$ cat config.mk
export PLATFORM = sky130hd
export DESIGN_NAME = sync_debounce
export DESIGN_NICKNAME = d
export VERILOG_FILES = /design/src/rtl/sync_debounce.sv
export SDC_FILE = /design/constraint.sdc
export NUM_CORES = 1
export LEC_CHECK = 0
export ABC_AREA = 0
export CELL_PAD_IN_SITES_DETAIL_PLACEMENT = 2
export CELL_PAD_IN_SITES_GLOBAL_PLACEMENT = 2
export CORE_UTILIZATION = 34
export CTS_BUF_LIST = sky130_fd_sc_hd__clkbuf_8 sky130_fd_sc_hd__clkbuf_16
export CTS_CLUSTER_SIZE = 30
export DETAILED_ROUTE_END_ITERATION = 6
export PLACE_DENSITY = 0.83
export SYNTH_ARGS = -nofsm -noshare
export SYNTH_HDL_FRONTEND = slang
export SYNTH_SLANG_ARGS = --single-unit
$ cat constraint.sdc
create_clock -name CLK -period 1.9 [get_ports CLK]
set_input_delay 0.57 -clock CLK [delete_from_list [all_inputs] [get_ports CLK]]
set_output_delay 0.57 -clock CLK [all_outputs]
set_load 0.03 [all_outputs]
$ cat src/rtl/sync_debounce.sv
// rtl/sync_debounce.sv - synchroniser plus counted debouncer with level and edge-pulse outputs
`timescale 1ns/1ps

module sync_debounce #(
    parameter int SYNC_STAGES     = 2,
    parameter int DEBOUNCE_CYCLES = 4,
    parameter int CNT_W           = 8,
    parameter bit RST_LEVEL       = 1'b0
) (
    input  logic CLK,
    input  logic RST,
    input  logic EN,
    input  logic DIN,
    output logic DOUT,
    output logic RISE,
    output logic FALL,
    output logic BUSY
);

    localparam logic [0:0] ST_STABLE   = 1'b0;
    localparam logic [0:0] ST_CHANGING = 1'b1;

    // The terminal count is the last qualified mismatch cycle before DOUT flips.
    localparam logic [CNT_W-1:0] CNT_LAST = CNT_W'(DEBOUNCE_CYCLES - 1);

    // Refuse to elaborate a counter that could never reach its terminal count.
    if (SYNC_STAGES < 2 || DEBOUNCE_CYCLES < 1 || DEBOUNCE_CYCLES > (1 << CNT_W)) begin : g_bad_param
        $fatal(1, "sync_debounce: illegal SYNC_STAGES/DEBOUNCE_CYCLES/CNT_W combination");
    end

    logic [SYNC_STAGES-1:0] sync_q;
    logic                   s;
    logic [CNT_W-1:0]       cnt;
    logic [0:0]             state;
    logic                   dout_q;
    logic                   rise_q;
    logic                   fall_q;

    assign s    = sync_q[SYNC_STAGES-1];
    assign DOUT = dout_q;
    assign RISE = rise_q;
    assign FALL = fall_q;
    assign BUSY = (state == ST_CHANGING);

    // Metastability chain: DIN ripples one flop per edge, only the last stage is trusted.
    always_ff @(posedge CLK or negedge RST) begin
        if (!RST) begin
            sync_q <= {SYNC_STAGES{RST_LEVEL}};
        end else begin
            sync_q <= {sync_q[SYNC_STAGES-2:0], DIN};
        end
    end

    // Debounce FSM: count EN-qualified mismatch cycles, flip DOUT and pulse once at the terminal count.
    always_ff @(posedge CLK or negedge RST) begin
        if (!RST) begin
            cnt    <= '0;
            state  <= ST_STABLE;
            dout_q <= RST_LEVEL;
            rise_q <= 1'b0;
            fall_q <= 1'b0;
        end else begin
            rise_q <= 1'b0;
            fall_q <= 1'b0;
            if (s != dout_q) begin
                // Without an EN tick both STABLE (cnt already 0) and CHANGING simply hold.
                if (EN) begin
                    if (cnt == CNT_LAST) begin
                        dout_q <= s;
                        cnt    <= '0;
                        state  <= ST_STABLE;
                        rise_q <= s;
                        fall_q <= ~s;
                    end else begin
                        cnt   <= cnt + 1'b1;
                        state <= ST_CHANGING;
                    end
                end
            end else begin
                // Input agrees with the output again: abandon any debounce in progress.
                cnt   <= '0;
                state <= ST_STABLE;
            end
        end
    end

endmodule

---- Word level (Yosys, flattened, before mapping) ----
Cells that the tools add are included.
word-level totals
  register bits after elaboration ......... 14
  input port bits ......................... 4
  output and inout bits ................... 4
  logic and storage cells ................. 24
operators by class
  add/subtract/negate cells ............... 1
  eq/ne operators ......................... 3
  mux-type cells .......................... 12
  bitwise logic cells ..................... 1
  reductions and logical operators ........ 1
operator list
  kind                                                                    count
  8-bit 2-to-1 mux                                                        3
  1-bit 2-to-1 mux                                                        9
  8-bit by 1-bit adder with 8-bit output (second input constant)          1
  8-bit by 2-bit equality test with 1-bit output (second input constant)  1
  3-bit AND reduction                                                     1
  2-bit != test (second input constant)                                   1
  1-bit != test                                                           1
  1-bit NOT                                                               1

---- Depth between registers and ports, before layout ----
  word-level depth ........................ 4
  depth in mapped cells ................... 6
  gate-level depth less buffers ........... 5

---- Worst setup path after synthesis ----
No wires, ideal clock.
  kind .................................... flip-flop to flip-flop
  start ................................... register dout_q, in the netlist DOUT
  end ..................................... register cnt[5]
  library setup time ...................... 121 ps
  arrival time ............................ 1394 ps
  required time ........................... 1779 ps
  slack ................................... 385 ps
  stages on the path, launching flop included .. 5
  path buffers ............................ 0
  period minus slack after synthesis ...... 1515 ps
  path through ............................ dfrtp_1 > xnor2_1 > nor2_1 > a21o_2 > a22o_2
on the way
  word-level cells in the longest chain between the ends .. 2
  elaborated cells on any way between the ends .. 3
  those cells by class .................... eq/ne (2); mux (1)
RTL lines
  item                                                                RTL line  source
  from (decl)                                                         35        logic dout_q;
  from (signal assigned)                                              69        dout_q <= s;
  1-bit != test (*)                                                   65        if (s != dout_q) begin
  2-bit != test (no source line) or 8-bit 2-to-1 mux (tied branches)  --
  to (signal assigned)                                                75        cnt <= cnt + 1'b1;
  to (decl)                                                           33        logic [CNT_W-1:0] cnt;
Every way passes the cells marked *; elsewhere a longest branch is shown, timed or not.
A chain may end at the register's enable or synchronous reset.

---- Worst setup path after layout ----
  start ................................... register state, in the netlist BUSY
  end ..................................... output BUSY
RTL lines
  item                    RTL line  source
  from (decl)             34        logic [0:0] state;
  from (signal assigned)  58        state <= ST_STABLE;
  from (signal assigned)  71        state <= ST_STABLE;
  from (signal assigned)  76        state <= ST_CHANGING;
  to (decl)               17        output logic BUSY
No word-level cell between the ends.

==> impl_metrics.yaml <==
outcome:
  status: "complete, no violations"
synth:
  ys.warnings.count: 0
  ys.flop_type: "dfrtp_1"
  yosysTopAreaCell: "dfrtp_1"
  synth-seq-cells: 14
  yosysSeqAreaShare_pct: 52.04
  yosys.area.top_type_share_pct: 52.04
  synth_cell_types: 26
  yosys-top-cells-area: "dfrtp_1 (52%), a21oi_1 (3.7%), nand3_1 (3.7%)"
  synth_cells: 59
  async_reset_ff_share_pct: 100.0
  syn-num-nets: 64
  synth_area_um2: 673.1
  avgSynthCellArea_um2: 11.41
  synth_edf_count: 0
clocking:
  htree_levels: 1
  numCtsBuffers: 3
  clkLatencyLatePin_ns: 0.25
  cts_root_buffer: "clkbuf_8"
  cts_tree: "built"
  clockBufferDepth: 2
  cts_setup_buffers: 0
  clk_pin_slew_worst_paths_ns: 0.06
  clock_sinks: 14
routing:
  vias: 520
  dr.first_iter.drc_count: 10
  wl_per_cell_um: 17.99
  avgViaCountPerCell: 5.253
  first_pass_iters: 4
  ant_nets: 0
  detail_route.wirelength_um: 1781
  drc: 0
die:
  die_y_um: 46.50
  core_mm2: 0.001783
  rows: 15
  initial_core_util_pct: 37.75
  io_pins: 8
  die_w_um: 46.50
  die_area_mm2: 0.002162
job:
  max_cap_viol_count: 0
grt:
  track_usage_pct: 20.39
  use_met2_pct: 31.94
  grt.met3_usage_pct: 5.098
  grt_util_met1_pct: 24.82
  grt-busiest-layer: "met2"
  grt_pass1_wl_um: 2835
  grt_overflow_total: 0
  grt_pass1_vias: 577
  grt_max_degree: 15
  antenna_found_initial: 0
sta:
  period_share_pct: 97.01
  slew_violations: 0
  slew_headroom_pct: 75.37
  rsz0062_at_grt: "no"
  skew_ns: 0.002938
  hold_viol: 0
  final.setup.tns_ns: 0
  min_period_ns: 1.843
  setup_viol: 0
  tightest_slew_ns: 0.3668
  fmax_mhz: 542.6
place:
  place_hpwl_um: 1212
  io_buffers: 7
  dp.cells: 95
  postPlaceCellArea_um2: 803.3
  gp_congestion: 0.7003
setup_path:
  crit_buf_inv: 1
  slowest_delay_ns: 0.67
  path_class: "flip-flop to output pin"
  critical_path.top_delay_family: "buffers and inverters"
  crit_fanout: 2
  start_kind: "flip-flop"
  cp_data_required_time_ns: 1.33
  crit_chain: "clkdlybuf4s50_1"
  endpoint_kind: "output pin"
  crit_slowest_cell: "clkdlybuf4s50_1"
  cp.arrival_ns: 1.27
power_and_ir_drop:
  p_total_mw: 0.9498
  ir_worst_vdd_uv: 632.9
  leakage_nw: 0.4171
  cellPowerDensity_mw_per_mm2: 1108
cells_and_area:
  design_area_um2: 857.1
  nFillCells: 190
  fin_nets: 80
  area_growth_syn_to_layout_pct: 27.32
  final_layout_size_suffix_gt1_share_pct: 25.68
  fin_cells: 99
  antenna-diode-count: 0
hold_path:
  hp-class: "flip-flop to flip-flop"
==> logic make-up after synthesis <==
logic type | count (synthesis) | synth area share (%)
multiplexers | 2 | 3.160
buffers and inverters | 4 | 3.531
AND/OR/NAND/NOR | 23 | 21.00
XOR/XNOR | 2 | 2.603
flip-flops | 14 | 52.05
AO/OA/AOI/OAI | 13 | 15.80
adder cells (fa/ha/maj) | 1 | 1.858
==> path summary, 6_finish.rpt <==
kind / startpoint / end / slack, ns / depth (start not counted)
min in group asynchronous: RST / cnt[7]$_DFFE_PN0P_ / 0.63 / 2
max in group asynchronous: RST / sync_q[0]$_DFF_PN0_ / 1.10 / 2
min: sync_q[0]$_DFF_PN0_ / sync_q[1]$_DFF_PN0_ / 0.36 / 0
max: BUSY$_DFFE_PN0P_ / BUSY / 0.06 / 1
min reg2reg: sync_q[0]$_DFF_PN0_ / sync_q[1]$_DFF_PN0_ / 0.36 / 0
max reg2reg: cnt[4]$_DFFE_PN0P_ / cnt[5]$_DFFE_PN0P_ / 0.26 / 5
==> cells in the mapped netlist (2+ instances only) <==
cell type / count
and3_1: 3
dfrtp_1: 14
nand4_1: 2
a21o_2: 2
nand2_1: 3
inv_1: 2
nand3_1: 5
a22o_2: 2
a21oi_1: 5
nor2_1: 5
==> layer usage <==
layer	vias to the layer above	part of all wire, %
li1	242	-
met3	5	3.3
met5	-	0
met4	0	2.6
met1	264	45
met2	9	49
==> registers in the layout, indices dropped and copies added, names as in the netlist <==
register / cells
sync_q: 2
cnt: 8
BUSY: 1
FALL: 1
RISE: 1
DOUT: 1
==> placed cells by master (no fill, tap or decap), types with 2 or more instances in the layout <==
cell type	count
dfrtp_1	14
nor2_1	5
buf_4	6
nand4_1	2
nand2_1	3
a22o_2	2
clkbuf_8	4
and3_1	3
a21oi_1	5
a21o_2	2
clkdlybuf4s50_1	6
inv_1	2
nand3_1	5
==> final cells by class <==
class	instances	area (µm²)	area share, %
Clock buffer	4	55.05	6.423
Tap cell	25	31.28	3.650
Multi-Input combinational cell	41	299.0	34.89
Sequential cell	14	350.3	40.88
Timing Repair Buffer	13	113.9	13.28
Inverter	2	7.507	0.8759
==> power breakdown <==
group          switching (mW)  total (mW)  internal, mW
registers              0.0359       0.372         0.336
logic                   0.151       0.280         0.130
clock network           0.114       0.298         0.184
total                   0.301       0.950         0.649
==> repair_timing <==
item / 4_1_cts / 5_1_grt
endpoints found under the setup margin: 1 / 0
hold buffers: 0 / 0
gates resized for setup: 1 / 0
==> metrics by stage <==
stage / setup slack, ns / hold slack, ns / utilization (%)
2_1_floorplan: 0.3848 / 0.2744 / -
3_3_place_gp: 0.06221 / 0.3339 / 45.05
3_5_place_dp: -0.04653 / 0.3357 / 45.05
4_1_cts: 0.04765 / 0.3605 / 48.07
5_1_grt: 0.02386 / 0.3789 / 48.07
6_report: 0.05688 / 0.3612 / 48.07
(Power assumes the default switching activity.)
